File: src/rtl/sop_pkg.sv
// Shared types and constants for the 3-input truth-table sweeper.
// Holds the FSM state encoding and the settle-counter width helper.
package sop_pkg;

  typedef enum logic [1:0] {
    IDLE,
    DRIVE,
    DONE
  } state_t;

  localparam int NUM_VEC = 8;
  localparam int IDX_W   = 3;

  // Counter width for a settle count of 0..settle; never narrower than one bit.
  function automatic int cnt_width(input int settle);
    int w;
    w = $clog2(settle + 1);
    return (w < 1) ? 1 : w;
  endfunction

endpackage

File: src/rtl/sop_settle_timer.sv
// Per-vector settle counter: counts 0..SETTLE while enabled and flags the
// sampling cycle with expire. clear has priority over enable.
module sop_settle_timer
  import sop_pkg::*;
#(
  parameter int SETTLE = 2
) (
  input  logic clk,
  input  logic rst,
  input  logic clear,
  input  logic enable,
  output logic expire
);

  localparam int CNT_W = cnt_width(SETTLE);
  localparam logic [CNT_W-1:0] LAST = CNT_W'(SETTLE);

  logic [CNT_W-1:0] cnt;

  always_ff @(posedge clk or posedge rst) begin
    if (rst) begin
      cnt <= '0;
    end else if (clear) begin
      cnt <= '0;
    end else if (enable && !expire) begin
      cnt <= cnt + CNT_W'(1);
    end
  end

  assign expire = (cnt == LAST);

endmodule

File: src/rtl/sop_sweep.sv
// Drives all eight {a,b,c} vectors into a 3-input cell, samples y after a
// settle delay, and compares the captured minterm vector against expected.
module sop_sweep
  import sop_pkg::*;
#(
  parameter int SETTLE = 2
) (
  input  logic       clk,
  input  logic       rst,
  input  logic       start,
  input  logic [7:0] expected,
  input  logic       y,
  output logic       a,
  output logic       b,
  output logic       c,
  output logic       busy,
  output logic       done,
  output logic [7:0] minterms,
  output logic [7:0] mismatch,
  output logic       pass
);

  state_t           state;
  state_t           state_next;
  logic [IDX_W-1:0] idx;
  logic [7:0]       exp_latch;
  logic [7:0]       captured;
  logic             accept;
  logic             capture;
  logic             expire;
  logic             last_vec;

  assign accept   = (state == IDLE) && start;
  assign capture  = (state == DRIVE) && expire;
  assign last_vec = (idx == IDX_W'(NUM_VEC - 1));

  sop_settle_timer #(
    .SETTLE(SETTLE)
  ) u_timer (
    .clk   (clk),
    .rst   (rst),
    .clear (accept || capture),
    .enable(state == DRIVE),
    .expire(expire)
  );

  // Minterm vector including the sample taken on this edge.
  always_comb begin
    captured      = minterms;
    captured[idx] = y;
  end

  always_ff @(posedge clk or posedge rst) begin
    if (rst) begin
      state <= IDLE;
    end else begin
      state <= state_next;
    end
  end

  always_comb begin
    state_next = state;
    case (state)
      IDLE:    if (start) state_next = DRIVE;
      DRIVE:   if (capture && last_vec) state_next = DONE;
      DONE:    state_next = IDLE;
      default: state_next = IDLE;
    endcase
  end

  always_comb begin
    busy      = (state != IDLE);
    done      = (state == DONE);
    {a, b, c} = (state == DRIVE) ? idx : '0;
  end

  always_ff @(posedge clk or posedge rst) begin
    if (rst) begin
      idx       <= '0;
      minterms  <= '0;
      mismatch  <= '0;
      pass      <= 1'b0;
      exp_latch <= '0;
    end else if (accept) begin
      idx       <= '0;
      minterms  <= '0;
      mismatch  <= '0;
      pass      <= 1'b0;
      exp_latch <= expected;
    end else if (capture) begin
      minterms <= captured;
      if (last_vec) begin
        // Result registers become valid together with the done cycle.
        mismatch <= captured ^ exp_latch;
        pass     <= (captured == exp_latch);
      end else begin
        idx <= idx + IDX_W'(1);
      end
    end
  end

endmodule

File: config.mk
export PLATFORM = sky130hd
export DESIGN_NAME = sop_sweep
export DESIGN_NICKNAME = d
export VERILOG_FILES = /design/src/rtl/sop_pkg.sv /design/src/rtl/sop_settle_timer.sv /design/src/rtl/sop_sweep.sv
export SDC_FILE = /design/constraint.sdc
export NUM_CORES = 1
export LEC_CHECK = 0
export CAP_MARGIN = 20
export CORE_MARGIN = 2
export CORE_UTILIZATION = 54
export DETAILED_ROUTE_END_ITERATION = 8
export GPL_ROUTABILITY_DRIVEN = 1
export GPL_TIMING_DRIVEN = 0
export HOLD_SLACK_MARGIN = 0.03
export PLACE_DENSITY = 0.93
export SLEW_MARGIN = 10
export SYNTH_ARGS = -nofsm -noshare
export SYNTH_HDL_FRONTEND = slang
export SYNTH_SLANG_ARGS = --single-unit
File: constraint.sdc
create_clock -name clk -period 4.34 [get_ports clk]
set_input_delay 0.434 -clock clk [delete_from_list [all_inputs] [get_ports clk]]
set_output_delay 0.434 -clock clk [all_outputs]
set_load 0.01 [all_outputs]
# Word level (Yosys, flattened, before mapping)
# Index checks and enable logic that the tools add are counted.
# Widths: inputs -> output; s select.
[totals]
reg_bits = 32
out_inout_bits = 22
elab_cells = 55
input_bits = 12
latchBits = 0
mem_bits_rw = 0
mem_count = 0
rom_bits = 0
[classes]
n_eq_ne = 8
n_lt_le_gt_ge = 2
addsub = 2
bitwise = 1
n_shift = 0
mul = 0
reduce_logical = 15
muxes = 20
n_div = 0
[ops]
columns = ["cell", "count"]
rows = [
  ["$mux 8", 5],
  ["$mux 3", 4],
  ["$bwmux 8", 1],
  ["$eq 8x8->1", 1],
  ["$mux 2", 4],
  ["$reduce_bool 2->1", 4],
  ["$xor 8x8->8", 1],
  ["$ne 2x2->1 const B", 3],
  ["$reduce_and 2->1", 3],
  ["$logic_and 1x1->1", 5],
  ["$eq 2x2->1 const B", 2],
  ["$lt 3x4->1 const B", 1],
  ["$mux 1", 4],
  ["$pmux 2 s2", 1],
  ["$add 3x1->3 const B", 1],
  ["$demux 1 s3", 1],
  ["$eq 3x3->1 const B", 1],
  ["$ge 3x1->1 const B", 1],
  ["$add 2x1->2 const B", 1],
  ["$eq 2x1->1 const B", 1],
  ["$logic_not 2->1", 1],
  ["$logic_not 1->1", 1],
  ["$logic_or 1x1->1", 1],
]

# Longest topological paths before layout
[depth]
ltp_word = 9
depth_mapped = 7
mapped_depth_nobuf = 6

# Modules after synthesis
# Synthesis repeated with hierarchy kept, for this count alone.
[hier_totals]
hier_cells = 150
hier_area_um2 = 1699.1
[modules_own_cells]
columns = ["module", "n_inst", "seq_area_each_um2", "area_each_um2", "cells_each"]
rows = [
  ["sop_sweep", 1, 750.7, 1565.3, 138],
  ["sop_settle_timer", 1, 50.0, 133.9, 12],
]

# Worst setup path before layout
# OpenSTA, ideal clock, no wires.
[synth_path]
path_type = "flip-flop to flip-flop"
startpoint = "reg idx[1]"
endpoint = "reg pass"
path_stages_with_launch = 7
slack_ns = 2.690
arrival_ns = 1.558
synth_period_minus_slack_ns = 1.650
t_required_ns = 4.248
path_buffers = 1
setup_time_ns = 0.092
path_cell_list = "dfrtp_1 buf_6 nor3b_1 mux2i_1 xor2_1 nand4_1 o31ai_2"
[synth_via]
elab_chain_len = 9
word_cells_on_any_way = 13
classes_between = "2 x order compare; 2 x eq/ne; 6 x mux; 3 x reduce/logical"
[synth_lines]
columns = ["item", "line_no", "rtl"]
rows = [
  ["start, declared", "sop_sweep.sv:25", "logic [IDX_W-1:0] idx;"],
  ["start signal, assigned", "sop_sweep.sv:97", "idx <= idx + IDX_W'(1);"],
  ["$lt 3x4->1 (implied by the code) / $ge 3x1->1 (equally long branches)", "sop_sweep.sv:50", "captured[idx] = y;"],
  ["$logic_and 1x1->1 (implied by the code)", "sop_sweep.sv:50", ""],
  ["$mux 1 (implied by the code)", "sop_sweep.sv:50", ""],
  ["$demux 1 s3", "sop_sweep.sv:50", ""],
  ["$bwmux 8", "sop_sweep.sv:50", ""],
  ["$eq 8x8->1", "sop_sweep.sv:95", "pass <= (captured == exp_latch);"],
  ["$mux 1", "sop_sweep.sv:92", "if (last_vec) begin"],
  ["$mux 1", "sop_sweep.sv:90", "end else if (capture) begin"],
  ["$mux 1", "sop_sweep.sv:84", "end else if (accept) begin"],
  ["end signal, assigned", "sop_sweep.sv:95", ""],
  ["end, declared", "sop_sweep.sv:20", "output logic pass"],
]
# Several ways; a longest one is shown, not always the timed one. The select of a mux whose other input is x is not followed.
# A chain may end at the register's enable or synchronous reset.

# Final worst setup path
[layout_path]
startpoint = "reg state[0]"
endpoint = "out c"
[layout_via]
elab_chain_len = 2
[layout_lines]
columns = ["item", "line_no", "rtl"]
rows = [
  ["start, declared", "sop_sweep.sv:23", "state_t state;"],
  ["start signal, assigned", "sop_sweep.sv:57", "state <= state_next;"],
  ["$eq 2x1->1", "sop_sweep.sv:74", "{a, b, c} = (state == DRIVE) ? idx : '0;"],
  ["$mux 3", "sop_sweep.sv:74", ""],
  ["end, declared", "sop_sweep.sv:15", "output logic c,"],
]
# Every way passes these cells.

==> results.yml <==
global_route:
  antenna_found_initial: 0
  grt_max_degree: 22
  grt_overflow_total: 0
  grt_pass1_wl_um: 5910
  grt_usage_pct: 23.5
  grt_pass1_vias: 1264
final_layout:
  drive_above_1_share_pct: 16.0
  syn2layout_area_growth_pct: 28.4
  n_antenna_cell: 0
  nFillCells: 220
  final_cells: 221
  final_nets: 202
  final_cell_mix: "dfrtp_1 (32), clkdlybuf4s50_1 (32), o21ai_0 (15), mux2i_1 (11), nand3_1 (11)"
timing:
  setup_violations: 0
  fmax_mhz: 442
  whs_ns: 0.420
  setup_ws_ns: 2.08
  worst_pin_slew_ns: 0.531
  hold_viol: 0
  skew_ns: 0.00966
  slew_violations: 0
  rsz0062_at_grt: "false"
  tns_ns: 0
  period_share_pct: 52.1
  period_minus_slack_ns: 2.26
  timing.slew.headroom_pct: 64.6
die:
  io_pins: 34
  core-area_um2: 2980
  die_w_um: 59.1
  rows: 20
  die_h_um: 59.1
  dieArea_um2: 3500
  initial_core_util_pct: 55.1
setup_path:
  crit_arrival_ns: 1.83
  path_cells: "nor2b_1 > buf_2 > and2_2 > clkdlybuf4s50_1"
  worst_path_max_delay_cell: "clkdlybuf4s50_1"
  max_stage_delay_ns: 0.53
  cp-end-kind: "primary output"
  path_max_fanout: 10
  critPathBufInv: 2
  crit_required_ns: 3.91
  crit_type: "reg -> out"
  path_delay_family: "buffers and inverters"
  crit_path_start_kind: "flip-flop"
clocking:
  cts_root_buf: "clkbuf_4"
  path_clk_slew_ns: 0.10
  clock_latency_ns: 0.34
  ctsHoldBuffers: 0
  cts_buffer_depth: 2
  htree_levels: 2
  cts_setup_buffers: 0
  clock-sinks: 32
  cts_resized: 0
  cts_tree: "done"
  cts_made_buffers: 5
routing:
  vias_per_cell: 5.80
  drt-total-wl_um: 3640
  wl_per_cell_um: 16.5
  ant_nets: 0
  vias: 1281
  drt-initial-drc-count: 44
  drc: 0
  firstDrtPassIters: 4
job:
  maxCapViolCount: 0
synthesis:
  ys_ff_latch: 32
  synth_cells: 147
  syn_area_um2: 1640
  synth.distinct_cells: 28
  ys_warn_count: 0
  avgSynthCellArea_um2: 11.2
  syn-num-nets: 162
  ys_seq_area_share_pct: 48.8
power_and_ir_drop:
  fin_total_pwr_mw: 1.50
  power.leakage_nw: 0.994
  peakVddDrop_mv: 0.391
  power_per_cell_area_nw_per_um2: 712
place:
  place_congestion: 0.796
  io_buffers: 32
  dp_hpwl_um: 2750
  place_ws_ns: 2.45
  dpl.cell_count: 213
worst_hold_path:
  hp-class: "in -> async"
run_status:
  status: "finished, final reports clean"
## layout make-up
class | count | area [um^2] | share of cell area, %
clock inverter | 2 | 35.0 | 1.66
timing repair buffer | 33 | 348 | 16.5
inverter | 7 | 26.3 | 1.25
buffer | 9 | 60.1 | 2.85
tap | 33 | 41.3 | 1.96
sequential | 32 | 801 | 38.0
multi-input combinational | 99 | 754 | 35.8
clock buffer | 6 | 41.3 | 1.96
## worst reg2reg max path: stages (launching register included)
cell	delay, ns
dfrtp_1	0.40
buf_6	0.15
nor3b_1	0.35
mux2i_1	0.28
xor2_1	0.29
nand4_1	0.19
o31ai_2	0.19
## sequential cells by signal (all words and copies together) (netlist names)
signal and count:
mismatch 8, minterms 8, state 2, pass 1, idx 3, exp_latch 8
u_timer.cnt 2
## Yosys cell counts (all sizes together)
| master | number | area (um^2) |
|---|---|---|
| o21bai | 1 | 7.51 |
| buf | 6 | 48.8 |
| nor3b | 3 | 22.5 |
| and3 | 1 | 6.26 |
| nor2 | 5 | 18.8 |
| inv | 7 | 26.3 |
| clkbuf | 3 | 11.3 |
| o2bb2ai | 1 | 8.76 |
| ha | 3 | 37.5 |
| nand2 | 9 | 36.3 |
| nor3 | 1 | 5.00 |
| xor2 | 8 | 70.1 |
| mux2i | 11 | 110 |
| nor2b | 2 | 12.5 |
| o22ai | 2 | 12.5 |
| mux2 | 8 | 90.1 |
| o31ai | 1 | 12.5 |
| dfrtp | 32 | 801 |
| a22o | 7 | 61.3 |
| nand3b | 3 | 60.1 |
| nand3 | 13 | 75.1 |
| nand4 | 2 | 12.5 |
| and2 | 3 | 20.0 |
| o21ai | 15 | 75.1 |
## logic make-up (layout without fill, tap and decap cells)
logic type	Yosys count	after routing	synth area share (%)
XOR/XNOR	8	8	4.27
buffers and inverters	16	57	5.26
AO/OA/AOI/OAI	27	27	10.8
flip-flops	32	32	48.8
AND/OR/NAND/NOR	42	42	16.4
adder cells (fa/ha/maj)	3	3	2.29
multiplexers	19	19	12.2
## per-stage QoR
step	area [um^2]	util, %
finish	2110	70.8
detailed placement	2030	68.2
CTS	2110	70.8
global route	2110	70.8
global placement	2000	67.3
floorplan	1640	-
## final timing paths
path,endpoint,startpoint,cells after the start,slack (ns)
worst max-delay path,c,state[0]$_DFFE_PP0P_,4,2.08
worst min-delay path,exp_latch[5]$_DFFE_PP0N_,rst,2,0.42
worst max register to register,pass$_DFFE_PP0P_,idx[2]$_DFFE_PP0P_,6,2.41
worst min register to register,mismatch[4]$_DFFE_PP0P_,mismatch[4]$_DFFE_PP0P_,2,0.51
max in group asynchronous,exp_latch[2]$_DFFE_PP0N_,rst,3,3.42
min in group clk,mismatch[4]$_DFFE_PP0P_,mismatch[4]$_DFFE_PP0P_,2,0.51
## report_power, final
part           switching (mW)  internal, mW
Sequential             0.0907         0.421
Clock                   0.106         0.121
Combinational           0.378         0.383
## per-layer routing
| layer | up-vias | track usage, % | routed length, um |
|---|---|---|---|
| met2 | 45 | 38.9 | 1870 |
| met3 | 10 | 6.99 | 220 |
| li1 | 596 | - | - |
| met4 | 0 | 9.74 | 85 |
| met5 | - | 0 | 0 |
| met1 | 630 | 28.7 | 1470 |
Power figures use the tool's default switching activity.
